==> config.mk <==
export PLATFORM = sky130hd
export DESIGN_NAME = ref_batch_extractor_flat
export DESIGN_NICKNAME = d
export VERILOG_FILES = /design/src/rtl/md_ref_pkg.sv /design/src/rtl/ref_batch_extractor_if.sv /design/src/rtl/ref_bank.sv /design/src/rtl/ref_batch_extractor.sv /design/src/flat_wrapper.sv
export SDC_FILE = /design/constraint.sdc
export NUM_CORES = 1
export LEC_CHECK = 0
export ABC_AREA = 1
export CORE_AREA = 3 3 195 197
export CTS_CLUSTER_SIZE = 40
export DETAILED_ROUTE_END_ITERATION = 6
export DIE_AREA = 0 0 198 200
export DONT_BUFFER_PORTS = 1
export PLACE_DENSITY = 0.95
export SLEW_MARGIN = 20
export SYNTH_ARGS = -nofsm -noshare
export SYNTH_HDL_FRONTEND = slang
export SYNTH_SLANG_ARGS = --single-unit
==> constraint.sdc <==
create_clock -name clk -period 35.2 [get_ports clk]
set_input_delay 8.8 -clock clk [delete_from_list [all_inputs] [get_ports clk]]
set_output_delay 8.8 -clock clk [all_outputs]
set_load 0.1 [all_outputs]
==> src/rtl/md_ref_pkg.sv <==
// Shared types and constants for the reference batch extractor.
// Entries pair a particle id with its x/y/z position.
package md_ref_pkg;

  localparam int DEF_DATA_WIDTH = 32;
  localparam int DEF_ID_WIDTH   = 7;
  localparam int DEF_NUM_REFS   = 4;

  localparam logic [DEF_ID_WIDTH-1:0] END_OF_CELL_ID = 7'd0;

  typedef enum logic [1:0] {
    IDLE     = 2'd0,
    CAPTURE  = 2'd1,
    DISPATCH = 2'd2
  } state_e;

  typedef struct packed {
    logic [DEF_ID_WIDTH-1:0]   id;
    logic [DEF_DATA_WIDTH-1:0] x;
    logic [DEF_DATA_WIDTH-1:0] y;
    logic [DEF_DATA_WIDTH-1:0] z;
  } ref_entry_t;

endpackage

==> src/rtl/ref_batch_extractor_if.sv <==
// Home-stream input and reference-output bundle of the batch extractor.
// The slave modport is the extractor side; master is the surrounding logic.
interface ref_batch_extractor_if
  import md_ref_pkg::*;
#(
  parameter int DATA_WIDTH        = DEF_DATA_WIDTH,
  parameter int PARTICLE_ID_WIDTH = DEF_ID_WIDTH,
  parameter int NUM_REFS          = DEF_NUM_REFS
);
  localparam int SLOT_WIDTH = $clog2(NUM_REFS);

  logic                         phase;
  logic                         prev_phase;
  logic                         home_valid;
  logic [DATA_WIDTH-1:0]        home_pos_x;
  logic [DATA_WIDTH-1:0]        home_pos_y;
  logic [DATA_WIDTH-1:0]        home_pos_z;
  logic [PARTICLE_ID_WIDTH-1:0] particle_id;
  logic                         ref_ready;
  logic                         ref_valid;
  logic [PARTICLE_ID_WIDTH-1:0] ref_id;
  logic [DATA_WIDTH-1:0]        ref_x;
  logic [DATA_WIDTH-1:0]        ref_y;
  logic [DATA_WIDTH-1:0]        ref_z;
  logic [SLOT_WIDTH-1:0]        ref_slot;
  logic [SLOT_WIDTH:0]          ref_count;
  logic                         busy;
  logic                         batch_done;

  modport master (
    output phase, prev_phase, home_valid, home_pos_x, home_pos_y, home_pos_z,
           particle_id, ref_ready,
    input  ref_valid, ref_id, ref_x, ref_y, ref_z, ref_slot, ref_count,
           busy, batch_done
  );

  modport slave (
    input  phase, prev_phase, home_valid, home_pos_x, home_pos_y, home_pos_z,
           particle_id, ref_ready,
    output ref_valid, ref_id, ref_x, ref_y, ref_z, ref_slot, ref_count,
           busy, batch_done
  );

endinterface

==> src/rtl/ref_bank.sv <==
// Register file holding one batch of reference entries.
// One write port, one registered read port with load enable, async clear.
module ref_bank
  import md_ref_pkg::*;
#(
  parameter int  NUM_REFS = DEF_NUM_REFS,
  parameter type entry_t  = ref_entry_t
) (
  input  logic                        clk,
  input  logic                        rst,
  input  logic                        we_i,
  input  logic [$clog2(NUM_REFS)-1:0] waddr_i,
  input  entry_t                      wdata_i,
  input  logic                        re_i,
  input  logic [$clog2(NUM_REFS)-1:0] raddr_i,
  output entry_t                      rdata_o
);

  entry_t bank_q [NUM_REFS];
  entry_t rdata_q;

  // Storage array and read-data register
  always_ff @(posedge clk or posedge rst) begin
    if (rst) begin
      for (int i = 0; i < NUM_REFS; i++) begin
        bank_q[i] <= '0;
      end
      rdata_q <= '0;
    end else begin
      if (we_i) begin
        bank_q[waddr_i] <= wdata_i;
      end
      if (re_i) begin
        rdata_q <= bank_q[raddr_i];
      end
    end
  end

  assign rdata_o = rdata_q;

endmodule

==> src/rtl/ref_batch_extractor.sv <==
// Captures a batch of reference particles from the home-cell stream on a phase
// edge, then hands them to the force pipeline one per valid/ready handshake.
module ref_batch_extractor
  import md_ref_pkg::*;
#(
  parameter int DATA_WIDTH        = DEF_DATA_WIDTH,
  parameter int PARTICLE_ID_WIDTH = DEF_ID_WIDTH,
  parameter int NUM_REFS          = DEF_NUM_REFS
) (
  input logic                   clk,
  input logic                   rst,
  ref_batch_extractor_if.slave  bus
);

  localparam int SLOT_WIDTH = $clog2(NUM_REFS);
  localparam int CNT_WIDTH  = SLOT_WIDTH + 1;
  localparam logic [CNT_WIDTH-1:0]  CNT_ONE   = CNT_WIDTH'(1);
  localparam logic [CNT_WIDTH-1:0]  LAST_SLOT = CNT_WIDTH'(NUM_REFS - 1);
  localparam logic [SLOT_WIDTH-1:0] SLOT_ONE  = SLOT_WIDTH'(1);

  typedef struct packed {
    logic [PARTICLE_ID_WIDTH-1:0] id;
    logic [DATA_WIDTH-1:0]        x;
    logic [DATA_WIDTH-1:0]        y;
    logic [DATA_WIDTH-1:0]        z;
  } entry_t;

  state_e                state_q, state_d;
  logic [CNT_WIDTH-1:0]  wcnt_q, wcnt_d;
  logic [SLOT_WIDTH-1:0] rd_q, rd_d;
  logic                  pending_q, pending_d;
  logic [CNT_WIDTH-1:0]  ref_count_q, ref_count_d;
  logic                  ref_valid_q, ref_valid_d;
  logic                  busy_q, busy_d;
  logic                  batch_done_q, batch_done_d;

  logic   phase_edge_s, is_eoc_s, hs_s, last_s, we_s;
  entry_t wdata_s, rdata_s;

  assign phase_edge_s = bus.phase ^ bus.prev_phase;
  assign is_eoc_s     = (bus.particle_id == PARTICLE_ID_WIDTH'(END_OF_CELL_ID));
  assign hs_s         = ref_valid_q & bus.ref_ready;
  assign last_s       = ({1'b0, rd_q} == (ref_count_q - CNT_ONE));
  assign wdata_s      = '{id: bus.particle_id, x: bus.home_pos_x,
                          y: bus.home_pos_y, z: bus.home_pos_z};

  // State and control registers
  always_ff @(posedge clk or posedge rst) begin
    if (rst) begin
      state_q      <= IDLE;
      wcnt_q       <= '0;
      rd_q         <= '0;
      pending_q    <= 1'b0;
      ref_count_q  <= '0;
      ref_valid_q  <= 1'b0;
      busy_q       <= 1'b0;
      batch_done_q <= 1'b0;
    end else begin
      state_q      <= state_d;
      wcnt_q       <= wcnt_d;
      rd_q         <= rd_d;
      pending_q    <= pending_d;
      ref_count_q  <= ref_count_d;
      ref_valid_q  <= ref_valid_d;
      busy_q       <= busy_d;
      batch_done_q <= batch_done_d;
    end
  end

  // Next-state, write count, read pointer and pending-edge tracking
  always_comb begin
    state_d   = state_q;
    wcnt_d    = wcnt_q;
    rd_d      = rd_q;
    pending_d = pending_q;
    we_s      = 1'b0;
    case (state_q)
      IDLE: begin
        if (phase_edge_s || pending_q) begin
          state_d   = CAPTURE;
          wcnt_d    = '0;
          pending_d = 1'b0;
        end else begin
          state_d = IDLE;
        end
      end
      CAPTURE: begin
        if (phase_edge_s) begin
          wcnt_d = '0;
        end else if (bus.home_valid && !is_eoc_s) begin
          we_s   = 1'b1;
          wcnt_d = wcnt_q + CNT_ONE;
          if (wcnt_q == LAST_SLOT) begin
            state_d = DISPATCH;
          end else begin
            state_d = CAPTURE;
          end
        end else if (bus.home_valid) begin
          if (wcnt_q != '0) begin
            state_d = DISPATCH;
          end else begin
            state_d = IDLE;
          end
        end else begin
          state_d = CAPTURE;
        end
      end
      DISPATCH: begin
        if (phase_edge_s) begin
          pending_d = 1'b1;
        end else begin
          pending_d = pending_q;
        end
        if (hs_s && last_s) begin
          rd_d = '0;
          // A phase edge seen during dispatch starts the next capture at once
          if (phase_edge_s || pending_q) begin
            state_d   = CAPTURE;
            wcnt_d    = '0;
            pending_d = 1'b0;
          end else begin
            state_d = IDLE;
          end
        end else if (hs_s) begin
          rd_d = rd_q + SLOT_ONE;
        end else begin
          rd_d = rd_q;
        end
      end
      default: begin
        state_d = IDLE;
      end
    endcase
  end

  // Next values of the registered outputs
  always_comb begin
    ref_valid_d  = (state_d == DISPATCH);
    busy_d       = (state_d != IDLE);
    batch_done_d = 1'b0;
    ref_count_d  = ref_count_q;
    if (state_q == CAPTURE && state_d == IDLE) begin
      batch_done_d = 1'b1;
    end else if (state_q == DISPATCH && state_d != DISPATCH) begin
      batch_done_d = 1'b1;
    end else begin
      batch_done_d = 1'b0;
    end
    if (state_q != CAPTURE && state_d == CAPTURE) begin
      ref_count_d = '0;
    end else if (state_q == CAPTURE && state_d == DISPATCH) begin
      ref_count_d = wcnt_d;
    end else begin
      ref_count_d = ref_count_q;
    end
  end

  ref_bank #(
    .NUM_REFS (NUM_REFS),
    .entry_t  (entry_t)
  ) u_bank (
    .clk     (clk),
    .rst     (rst),
    .we_i    (we_s),
    .waddr_i (wcnt_q[SLOT_WIDTH-1:0]),
    .wdata_i (wdata_s),
    .re_i    (ref_valid_d),
    .raddr_i (rd_d),
    .rdata_o (rdata_s)
  );

  assign bus.ref_valid  = ref_valid_q;
  assign bus.ref_id     = rdata_s.id;
  assign bus.ref_x      = rdata_s.x;
  assign bus.ref_y      = rdata_s.y;
  assign bus.ref_z      = rdata_s.z;
  assign bus.ref_slot   = rd_q;
  assign bus.ref_count  = ref_count_q;
  assign bus.busy       = busy_q;
  assign bus.batch_done = batch_done_q;

endmodule
==> src/flat_wrapper.sv <==
// flat-port wrapper written by rule: the top's interface ports become plain ports
module ref_batch_extractor_flat import md_ref_pkg::*;
#(
  parameter int DATA_WIDTH        = DEF_DATA_WIDTH,
  parameter int PARTICLE_ID_WIDTH = DEF_ID_WIDTH,
  parameter int NUM_REFS          = DEF_NUM_REFS
)
  (clk, rst, bus_phase, bus_prev_phase, bus_home_valid, bus_home_pos_x, bus_home_pos_y, bus_home_pos_z, bus_particle_id, bus_ref_ready, bus_ref_valid, bus_ref_id, bus_ref_x, bus_ref_y, bus_ref_z, bus_ref_slot, bus_ref_count, bus_busy, bus_batch_done);
  ref_batch_extractor_if #(.DATA_WIDTH(DATA_WIDTH), .PARTICLE_ID_WIDTH(PARTICLE_ID_WIDTH), .NUM_REFS(NUM_REFS)) bus_i ();
  input logic clk;
  input logic rst;
  input wire logic [$bits(bus_i.phase)-1:0] bus_phase;
  input wire logic [$bits(bus_i.prev_phase)-1:0] bus_prev_phase;
  input wire logic [$bits(bus_i.home_valid)-1:0] bus_home_valid;
  input wire logic [$bits(bus_i.home_pos_x)-1:0] bus_home_pos_x;
  input wire logic [$bits(bus_i.home_pos_y)-1:0] bus_home_pos_y;
  input wire logic [$bits(bus_i.home_pos_z)-1:0] bus_home_pos_z;
  input wire logic [$bits(bus_i.particle_id)-1:0] bus_particle_id;
  input wire logic [$bits(bus_i.ref_ready)-1:0] bus_ref_ready;
  output wire logic [$bits(bus_i.ref_valid)-1:0] bus_ref_valid;
  output wire logic [$bits(bus_i.ref_id)-1:0] bus_ref_id;
  output wire logic [$bits(bus_i.ref_x)-1:0] bus_ref_x;
  output wire logic [$bits(bus_i.ref_y)-1:0] bus_ref_y;
  output wire logic [$bits(bus_i.ref_z)-1:0] bus_ref_z;
  output wire logic [$bits(bus_i.ref_slot)-1:0] bus_ref_slot;
  output wire logic [$bits(bus_i.ref_count)-1:0] bus_ref_count;
  output wire logic [$bits(bus_i.busy)-1:0] bus_busy;
  output wire logic [$bits(bus_i.batch_done)-1:0] bus_batch_done;
  assign bus_i.phase = bus_phase;
  assign bus_i.prev_phase = bus_prev_phase;
  assign bus_i.home_valid = bus_home_valid;
  assign bus_i.home_pos_x = bus_home_pos_x;
  assign bus_i.home_pos_y = bus_home_pos_y;
  assign bus_i.home_pos_z = bus_home_pos_z;
  assign bus_i.particle_id = bus_particle_id;
  assign bus_i.ref_ready = bus_ref_ready;
  assign bus_ref_valid = bus_i.ref_valid;
  assign bus_ref_id = bus_i.ref_id;
  assign bus_ref_x = bus_i.ref_x;
  assign bus_ref_y = bus_i.ref_y;
  assign bus_ref_z = bus_i.ref_z;
  assign bus_ref_slot = bus_i.ref_slot;
  assign bus_ref_count = bus_i.ref_count;
  assign bus_busy = bus_i.busy;
  assign bus_batch_done = bus_i.batch_done;
  ref_batch_extractor #(.DATA_WIDTH(DATA_WIDTH), .PARTICLE_ID_WIDTH(PARTICLE_ID_WIDTH), .NUM_REFS(NUM_REFS)) u_core (.clk(clk), .rst(rst), .bus(bus_i));
endmodule
### Word-level counts from Yosys, hierarchy flattened

Cells that the tools add are included.

| word-level totals | value |
|---|---|
| flip-flop bits (word level) | 529 |
| input port bits | 109 |
| output and inout port bits | 111 |
| logic and storage cells | 98 |

| operators by class | value |
|---|---|
| add/sub/neg operators | 3 |
| $lt $le $gt $ge | 3 |
| equality and inequality tests | 9 |
| multiplexer cells | 34 |
| bitwise logic cells | 4 |
| reductions and logical operators | 17 |

Operator list:

| cell | number |
|---|---|
| bitwise mux 412 bit | 1 |
| 2-to-1 mux 103 bit | 3 |
| binary-select mux 103 bit (select 2 bit) | 1 |
| demux 103 bit (select 2 bit) | 1 |
| 2-to-1 mux 2 bit | 9 |
| 2-to-1 mux 3 bit | 6 |
| 2-to-1 mux 1 bit | 10 |
| one-hot mux 3 bit (3 select lines) | 1 |
| logical AND 1 bit | 7 |
| zero test 7 bit | 1 |
| >= comparator 3 bit, second input constant | 2 |
| inverter 2 -> 3 bit | 2 |
| one-hot mux 2 bit (3 select lines) | 1 |
| nonzero test 2 bit | 3 |
| == test 2 x 1 -> 1 bit, second input constant | 2 |
| == test 2 bit, second input constant | 2 |
| zero test 2 bit | 2 |
| inequality test 2 x 1 -> 1 bit, second input constant | 2 |
| adder 3 x 1 -> 3 bit, second input constant | 1 |
| == test 2 x 3 -> 1 bit | 1 |
| == test 3 x 2 -> 1 bit, second input constant | 1 |
| < comparator 3 x 1 -> 1 bit, second input constant | 1 |
| nonzero test 3 bit | 1 |
| subtractor 3 x 1 -> 3 bit, second input constant | 1 |
| 8 further kinds | 8 |

### Longest topological paths before layout

Gate-level depths: netlist of run 1.

| logic depth | value |
|---|---|
| word-level depth | 10 |
| mapped depth | 16 |
| depth with buffers taken out | 13 |

### By module

From an unflattened synthesis of run 1, not the netlist that was laid out.

| second synthesis, totals | value |
|---|---|
| cell total of the unflattened synthesis | 3,205 |
| area total of the unflattened synthesis | 24,775.0 sq um |

Modules (own cells, without submodules):

| module | instances | cells each | area each (sq um) | seq. area each (sq um) |
|---|---|---|---|---|
| ref_bank | 1 | 3,074 | 23,841.6 | 12,887.4 |
| ref_batch_extractor | 1 | 131 | 933.4 | 350.3 |

### Least setup slack after synthesis of run 1

No wires, ideal clock.

| timing path | value |
|---|---|
| path type | input -> register |
| start point | input bus_ref_ready |
| end point | register u_core.u_bank.rdata_q, in the netlist u_core.u_bank.rdata_o[56] |
| setup time | 0.121 ns |
| data arrival time | 9.980 ns |
| required time | 35.079 ns |
| slack | 25.099 ns |
| stages | 14 |
| buffers on the path | 3 |
| path through | nand2_1 inv_1 nand2_1 nor2_1 nand3_1 buf_4 nand2_8 buf_6 buf_2 nand2_1 nand3_1 nand2_1 nand2_1 nand2_1 |

| between the ends | value |
|---|---|
| word-level cells in the longest chain between the ends | 8 |
| elaborated cells between the ends (all ways) | 12 |
| those cells by class | eq/ne: 1; mux: 8; bitwise: 2; reduce/logical: 1 |

RTL lines:

| element | line | text |
|---|---|---|
| start: declaration | flat_wrapper.sv:19 | `input wire logic [$bits(bus_i.ref_ready)-1:0] bus_ref_ready;` |
| AND 1 bit * | ref_batch_extractor.sv:42 | `assign hs_s = ref_valid_q & bus.ref_ready;` |
| 2-to-1 mux 2 bit or logical AND 1 bit (tied branches) | ref_batch_extractor.sv:124, ref_batch_extractor.sv:114 |  |
| 2-to-1 mux 2 bit | ref_batch_extractor.sv:114 | `if (hs_s && last_s) begin` |
| 2-to-1 mux 2 bit | ref_batch_extractor.sv:77 | `case (state_q)` |
| inverter 2 -> 3 bit (not written as such) | ref_bank.sv:34 | `rdata_q <= bank_q[raddr_i];` |
| binary-select mux 103 bit (select 2 bit) | ref_bank.sv:34 |  |
| 2-to-1 mux 103 bit (not written as such) (2 in a row) | ref_bank.sv:34 |  |
| end signal: assignment | ref_bank.sv:34 |  |
| end: declaration | ref_bank.sv:20 | `entry_t rdata_q;` |

Mark *: on every way between the ends. The rest lies on a longest branch, timed or not. The select of a mux whose other input is x is not followed.
A chain may end at the register's enable or synchronous reset.

### Worst setup path in the final report of run 1

| timing path | value |
|---|---|
| start point | input bus_particle_id[0] |
| end point | register u_core.u_bank.rdata_q, in the netlist u_core.u_bank.rdata_o[60] |

| between the ends | value |
|---|---|
| word-level cells in the longest chain between the ends | 7 |

RTL lines:

| element | line | text |
|---|---|---|
| start: declaration | flat_wrapper.sv:18 | `input wire logic [$bits(bus_i.particle_id)-1:0] bus_particle_id;` |
| zero test 7 bit | ref_batch_extractor.sv:41 | `assign is_eoc_s = (bus.particle_id == PARTICLE_ID_WIDTH'(END_OF_CELL_ID));` |
| zero test 1 bit | ref_batch_extractor.sv:90 | `end else if (bus.home_valid && !is_eoc_s) begin` |
| logical AND 1 bit | ref_batch_extractor.sv:90 |  |
| 2-to-1 mux 2 bit | ref_batch_extractor.sv:90 |  |
| 2-to-1 mux 2 bit | ref_batch_extractor.sv:88 | `if (phase_edge_s) begin` |
| one-hot mux 2 bit (3 select lines) | ref_batch_extractor.sv:77 |  |
| == test 2 bit | ref_batch_extractor.sv:138 | `ref_valid_d = (state_d == DISPATCH);` |

Every way passes these cells.

==> summary.txt, run 1 <==
GRT
  • Global-route wire length before repair: 103 mm
  • Number of global-route vias before repair: 20900
  • Antenna violations before repair: 3
  • Largest net degree at the start of global routing: 189
  • Congestion Overflow GR: 0
  • Gr usage total: 32.2%

Timing
  • Final worst slack: 24.10 ns
  • Hold slack: 0.484 ns
  • Fin crit share: 31.5%
  • Final setup violating endpoints: 0
  • Worst-margin pin slew: 1.15 ns
  • Final Max Slew Viols: 0
  • RSZ-0062 raised after global routing: no
  • Slew Limit Headroom: 23.1%
  • Highest clock rate: 90.1 MHz
  • Setup TNS: 0 ns
  • Final min period: 11.10 ns
  • Final Hold Viols: 0
  • Clock Skew: 0.0266 ns

Die
  • Die ar.: 39600 um^2
  • Core Rows: 70
  • Die Width: 198 um
  • Placeable Area: 36400 um^2
  • Initial Utilization: 68.6%
  • IO Pins: 220
  • Die H: 200 um

Power and ir drop
  • Flop pwr share: 50.6%
  • Gate power share: 22.8%
  • Pint: 1.33 mW
  • Clock share of power: 26.6%
  • Leakage Power: 14.4 nW
  • P per Cell Area: 77.8 nW/um^2
  • VDD IR-drop max: 0.0501 mV
  • Switching pwr: 731 uW
  • Net switching share of the total power: 35.5%

Cells and area
  • P&R area growth vs syn: 5.79%
  • Most common cell after layout, fill and taps aside: nand2_1
  • Fin nets: 3211
  • Final core occ: 72.6%
  • Layout cells sized above 1: 3.74%
  • Most frequent cells in the layout: 971 x nand2_1, 536 x inv_1, 529 x dfrtp_1

Flow run
  • Maxcap violations: 0

Synthesis
  • Most used DFF post-synth: dfrtp_1
  • YS warnings: 0
  • Async set or reset register ratio after synthesis: 100%
  • Synth area leaders: dfrtp_1 53%, nand2_1 15%, nand3_1 11%, o21ai_0 8.3%, inv_1 8.1%
  • Synthesized area: 25000 um^2
  • Number of synthesized flops with an enable pin: 0
  • Post-Syn Instances: 3234
  • #FFs+latches synth: 529
  • Register area share after synthesis: 53.0%
  • Yosys top cell area share: 53.0%
  • Number of distinct library cells after synthesis: 25
  • Syn Nets: 3349
  • Yosys top cell by area: dfrtp_1
  • Per-instance average area after synthesis: 7.73 um^2

Setup path
  • Worst path arrival time: 11.62 ns
  • Reg2reg setup slack: 31.01 ns
  • Cell mode on critical path: nand2_1
  • Slowest stage delay, CP: 0.73 ns
  • Top delay family on crit path: simple AND/OR/NAND/NOR gates
  • Worst Path Buf+Inv: 2
  • CP startpoint kind: primary input
  • CP endpoint kind: flip-flop
  • CP cell instances: inv_1 -> nand3_1 -> o21bai_1 -> nand2_1 -> nor2_1 -> nand2_4 -> nand2_4 -> buf_6 -> nand2_1 -> nand2_1
  • Kind of critical path: primary input to flip-flop
  • CP Max Fanout: 87
  • Slowest stage cell, crit path: buf_6
  • WP data required: 35.72 ns

Clocking
  • Post-cts resize count: 0
  • Reg clk slew, reported paths: 0.06 ns
  • Post-CTS Setup Inserts: 0
  • CTS max path bufs: 3
  • CTS root buffer: clkbuf_16
  • Htree depth: 2
  • Hold-fix buffers, CTS: 0
  • CTS tree: done
  • Clk sink count: 529
  • TritonCTS Buffers: 53
  • Clock Latency Late Sink: 0.59 ns

Placement
  • Port Buffers: 0
  • Placer Congestion: 0.824
  • Detailed Place HPWL: 34.6 mm
  • Dpl ws: 23.35 ns

Drt
  • Total Wirelength: 63.9 mm
  • Remaining DRCs: 0
  • DRT antenna net count: 0
  • Via/cell ratio: 5.86
  • Via count: 21100
  • Wire per inst: 17.8 um
  • Detailed Routing Iterations Pass 1: 6
  • DR iter-0 viols: 2318

Outcome
  • Outcome: finished, final reports clean

Min path
  • Worst min path class: flip-flop to flip-flop
[final cells by class]
type	count	area, um^2
flip-flops and latches	529	13200
clock buffers	75	1540
multi-input cells	1952	8730
diodes	2	5.00
fillers	2554	9990
inverters	542	2050
well taps	468	586
clock inverters	14	131
repair buffers	18	166
[layer usage]
layer  wire length (um)  global-route usage, %  up-vias
met1              24400                   40.1    10100
met5                 10                      0        -
met2              30400                   53.6     1070
met4               2300                   14.1        2
met3               6820                   8.93      187
li1                   -                      -     9724
[final timing paths]
check	from	to	cells past startpoint
max in group asynchronous	rst	u_core.u_bank.bank_q[259]	3
min in group asynchronous	rst	u_core.u_bank.rdata_o[10]	1
hold reg to reg	u_core.u_bank.bank_q[166]	u_core.u_bank.bank_q[166]	2
setup / recovery	bus_particle_id[0]	u_core.u_bank.rdata_o[60]	10
hold / removal	u_core.u_bank.bank_q[166]	u_core.u_bank.bank_q[166]	2
setup reg to reg	u_core.bus.ref_count[0]	u_core.u_bank.rdata_o[36]	14
[cell families after synthesis]
| family | after synthesis | share of synthesized area, % |
|---|---|---|
| and+or+nand+nor | 1528 | 25.8 |
| buffers and inverters | 753 | 12.5 |
| DFF | 529 | 53.0 |
| AOI/OAI and AO/OA | 418 | 8.40 |
| adders and majority gates | 6 | 0.300 |
[Yosys cell counts, types with 3 or more instances]
cell type / count
nand2_1: 973
inv_1: 537
dfrtp_1: 529
nand3_1: 529
o21ai_0: 415
buf_2: 98
clkbuf_1: 63
buf_4: 31
nor2_1: 11
buf_1: 7
buf_6: 7
ha_1: 6
nand2_2: 6
clkbuf_2: 4
inv_2: 3
[metrics by stage]
step	total power, mW	instance area, um^2	cells
final	2.06	26400	3600
after global placement	1.45	24800	3509
after CTS	2.06	26400	3598
after floorplan	1.39	25000	3234
after global routing	2.20	26400	3600
after detailed placement	1.50	24800	3509
[worst min-delay path: cells and delay by family (launching register included)]
kind             cells  cell delay [ns]
flip-flops           1             0.34
AO/OA/AOI/OAI        1             0.06
AND/OR/NAND/NOR      1             0.05
[power groups by stage]
stage / Clock [mW] / Sequential [mW] / Combinational [mW]
after floorplan: 0 / 1.01 / 0.377
after global placement: 0 / 1.03 / 0.425
after detailed placement: 0 / 1.04 / 0.458
after CTS: 0.553 / 1.03 / 0.469
after global routing: 0.578 / 1.06 / 0.555
final: 0.548 / 1.04 / 0.470
[state kept, by name, summed over array words and instances (netlist names)]
signal	count
u_core.bus.ref_count	3
u_core.state_q	2
u_core.bus.ref_slot	2
u_core.u_bank.rdata_o	103
u_core.bus.ref_valid	1
u_core.u_bank.bank_q	412
u_core.pending_q	1
u_core.wcnt_q	3
u_core.bus.batch_done	1
u_core.bus.busy	1
No activity file was read; power rests on OpenSTA's default activity.
==> inputs of run 2 (changes only) <==
--- a/config.mk
+++ b/config.mk
@@ -6,12 +6,12 @@
 export NUM_CORES = 1
 export LEC_CHECK = 0
 export ABC_AREA = 1
-export CORE_AREA = 3 3 195 197
+export CORE_AREA = 3 3 212 214
 export CTS_CLUSTER_SIZE = 40
 export DETAILED_ROUTE_END_ITERATION = 6
-export DIE_AREA = 0 0 198 200
+export DIE_AREA = 0 0 215 217
 export DONT_BUFFER_PORTS = 1
-export PLACE_DENSITY = 0.95
+export PLACE_DENSITY = 0.88
 export SLEW_MARGIN = 20
 export SYNTH_ARGS = -nofsm -noshare
 export SYNTH_HDL_FRONTEND = slang
==> constraint.sdc (replaced) <==
create_clock -name clk -period 10 [get_ports clk]
set_input_delay 2.5 -clock clk [delete_from_list [all_inputs] [get_ports clk]]
set_output_delay 2.5 -clock clk [all_outputs]
set_load 0.1 [all_outputs]
==> summary.txt, run 2 (synthesis results as in run 1) <==
Timing
  • Fin crit share: 54.7%
  • Final setup violating endpoints: 0
  • Final worst slack: 4.53 ns
  • Slew Limit Headroom: 23.6%
  • Final Hold Viols: 0
  • Worst-margin pin slew: 1.15 ns
  • Final Max Slew Viols: 0
  • Final min period: 5.47 ns
  • Highest clock rate: 183 MHz
  • Clock Skew: 0.0201 ns
  • RSZ-0062 raised after global routing: no
  • Setup TNS: 0 ns

GRT
  • Largest net degree at the start of global routing: 185
  • Antenna violations before repair: 1
  • Gr usage total: 26.3%
  • Congestion Overflow GR: 0
  • Number of global-route vias before repair: 19600
  • Global-route wire length before repair: 101 mm

Setup path
  • FF-to-FF path depth: 14
  • Slowest stage delay, CP: 0.93 ns
  • R2r endpoint: u_core.u_bank.rdata_o[14]
  • CP Max Fanout: 110
  • Slowest stage cell, crit path: buf_4
  • CP startpoint kind: primary input
  • Reg2reg setup slack: 5.06 ns
  • CP cell instances: nand2_1 -> inv_1 -> nand2_1 -> nor2_1 -> nand3_4 -> nand2_8 -> buf_4 -> nand2_1 -> nand3_1 -> nand2_1 -> nand2_1 -> nand2_1
  • Worst path arrival time: 5.95 ns
  • Kind of critical path: primary input to flip-flop
  • Worst Setup SP: bus_ref_ready
  • Cell mode on critical path: nand2_1
  • Reg2reg start: u_core.bus.ref_count[0]
  • CP endpoint kind: flip-flop
  • WP data required: 10.48 ns

Power and ir drop
  • Gate power share: 22.1%
  • VDD IR-drop max: 0.186 mV
  • Switching pwr: 2.51 mW
  • Total power draw: 7.26 mW
  • P per Cell Area: 272 nW/um^2
  • Flop pwr share: 50.0%
  • Leakage Power: 14.4 nW
  • Net switching share of the total power: 34.6%
  • Pint: 4.75 mW
  • Clock share of power: 28.0%

Die
  • IO Pins: 220
  • Placeable Area: 43100 um^2
  • Initial Utilization: 58.0%
  • Die ar.: 46700 um^2
  • Die Width: 215 um
  • Core Rows: 76
  • Die H: 217 um

Cells and area
  • Largest register FFs: 412
  • Layout cells sized above 1: 3.95%
  • Most frequent cells in the layout: 971 x nand2_1, 536 x inv_1, 529 x dfrtp_1
  • Reg with most FFs: u_core.u_bank.bank_q
  • Fin nets: 3214
  • Filler cell count: 3606
  • P&R area growth vs syn: 6.83%
  • Most common cell after layout, fill and taps aside: nand2_1

Drt
  • Remaining DRCs: 0
  • Wire per inst: 16.3 um
  • Via/cell ratio: 5.44
  • DRT antenna net count: 0
  • Via count: 20300
  • Detailed Routing Iterations Pass 1: 5
  • DR iter-0 viols: 1820
  • Total Wirelength: 60.9 mm

Clocking
  • TritonCTS Buffers: 55
  • Reg clk slew, reported paths: 0.06 ns
  • CTS root buffer: clkbuf_16
  • Post-cts resize count: 0
  • Htree depth: 2
  • Clk sink count: 529
  • CTS tree: done
  • Hold-fix buffers, CTS: 0
  • Post-CTS Setup Inserts: 0
  • Clock Latency Late Sink: 0.60 ns
  • CTS max path bufs: 3

Min path
  • Worst min path class: flip-flop to flip-flop
  • Hold path depth: 2
  • Hold path startpoint: u_core.u_bank.bank_q[141]
  • Hold Crit Endpoint: u_core.u_bank.bank_q[141]

Flow run
  • Maxcap violations: 0

Placement
  • Dpl ws: 4.02 ns
  • Placer Congestion: 0.784
  • Port Buffers: 0
  • Detailed Place HPWL: 33.3 mm

Outcome
  • Outcome: finished, final reports clean
==> run 2: worst max-delay path by stage <==
stage / to / slack, ns / cells after the start
floorplan: u_core.bus.batch_done / 0.31 / 1
global placement: u_core.u_bank.rdata_o[24] / 4.15 / 12
detailed placement: u_core.u_bank.rdata_o[63] / 4.02 / 12
CTS: u_core.u_bank.rdata_o[14] / 4.67 / 12
global route: u_core.u_bank.rdata_o[0] / 4.30 / 12
finish: u_core.u_bank.rdata_o[14] / 4.53 / 12
==> run 2: per-stage QoR <==
| stage | area [um^2] | hold WS [ns] | util (%) | cells |
|---|---|---|---|---|
| after floorplan | 25000 | 0.453 | - | 3234 |
| after global placement | 24900 | 0.465 | 57.8 | 3627 |
| after detailed placement | 24900 | 0.472 | 57.8 | 3627 |
| after CTS | 26700 | 0.487 | 62.0 | 3725 |
| after global routing | 26700 | 0.498 | 62.0 | 3726 |
| final | 26700 | 0.482 | 62.0 | 3727 |
==> run 2: metal layers <==
metal  track usage (%)  vias up  wire (um)
li1                  -     9745          -
met1              34.3     9703      25700
met2              44.3      721      29200
met3              5.85       93       4700
met4              8.20        0       1280
met5                 0        -          0
==> run 2: final cells by class <==
cell class	instances	area, um^2	share of cell area, %
flip-flops and latches	529	13200	49.6
multi-input cells	1952	8730	32.7
inverters	542	2050	7.66
clock buffers	81	1630	6.09
well taps	585	732	2.74
clock inverters	17	170	0.637
repair buffers	19	159	0.595
diodes	2	5.00	0.0187
==> run 2: worst max-delay path: cells and delay by family <==
family | cells | cell delay (ns)
buffers and inverters | 2 | 1.10
AND/OR/NAND/NOR | 10 | 2.17
==> run 2: power by group through the flow <==
stage | Sequential [mW] | Clock (mW) | Combinational, mW
2_1_floorplan | 3.55 | 0 | 1.33
3_3_place_gp | 3.61 | 0 | 1.52
3_5_place_dp | 3.64 | 0 | 1.59
4_1_cts | 3.62 | 2.07 | 1.62
5_1_grt | 3.72 | 2.15 | 1.93
6_report | 3.63 | 2.03 | 1.60
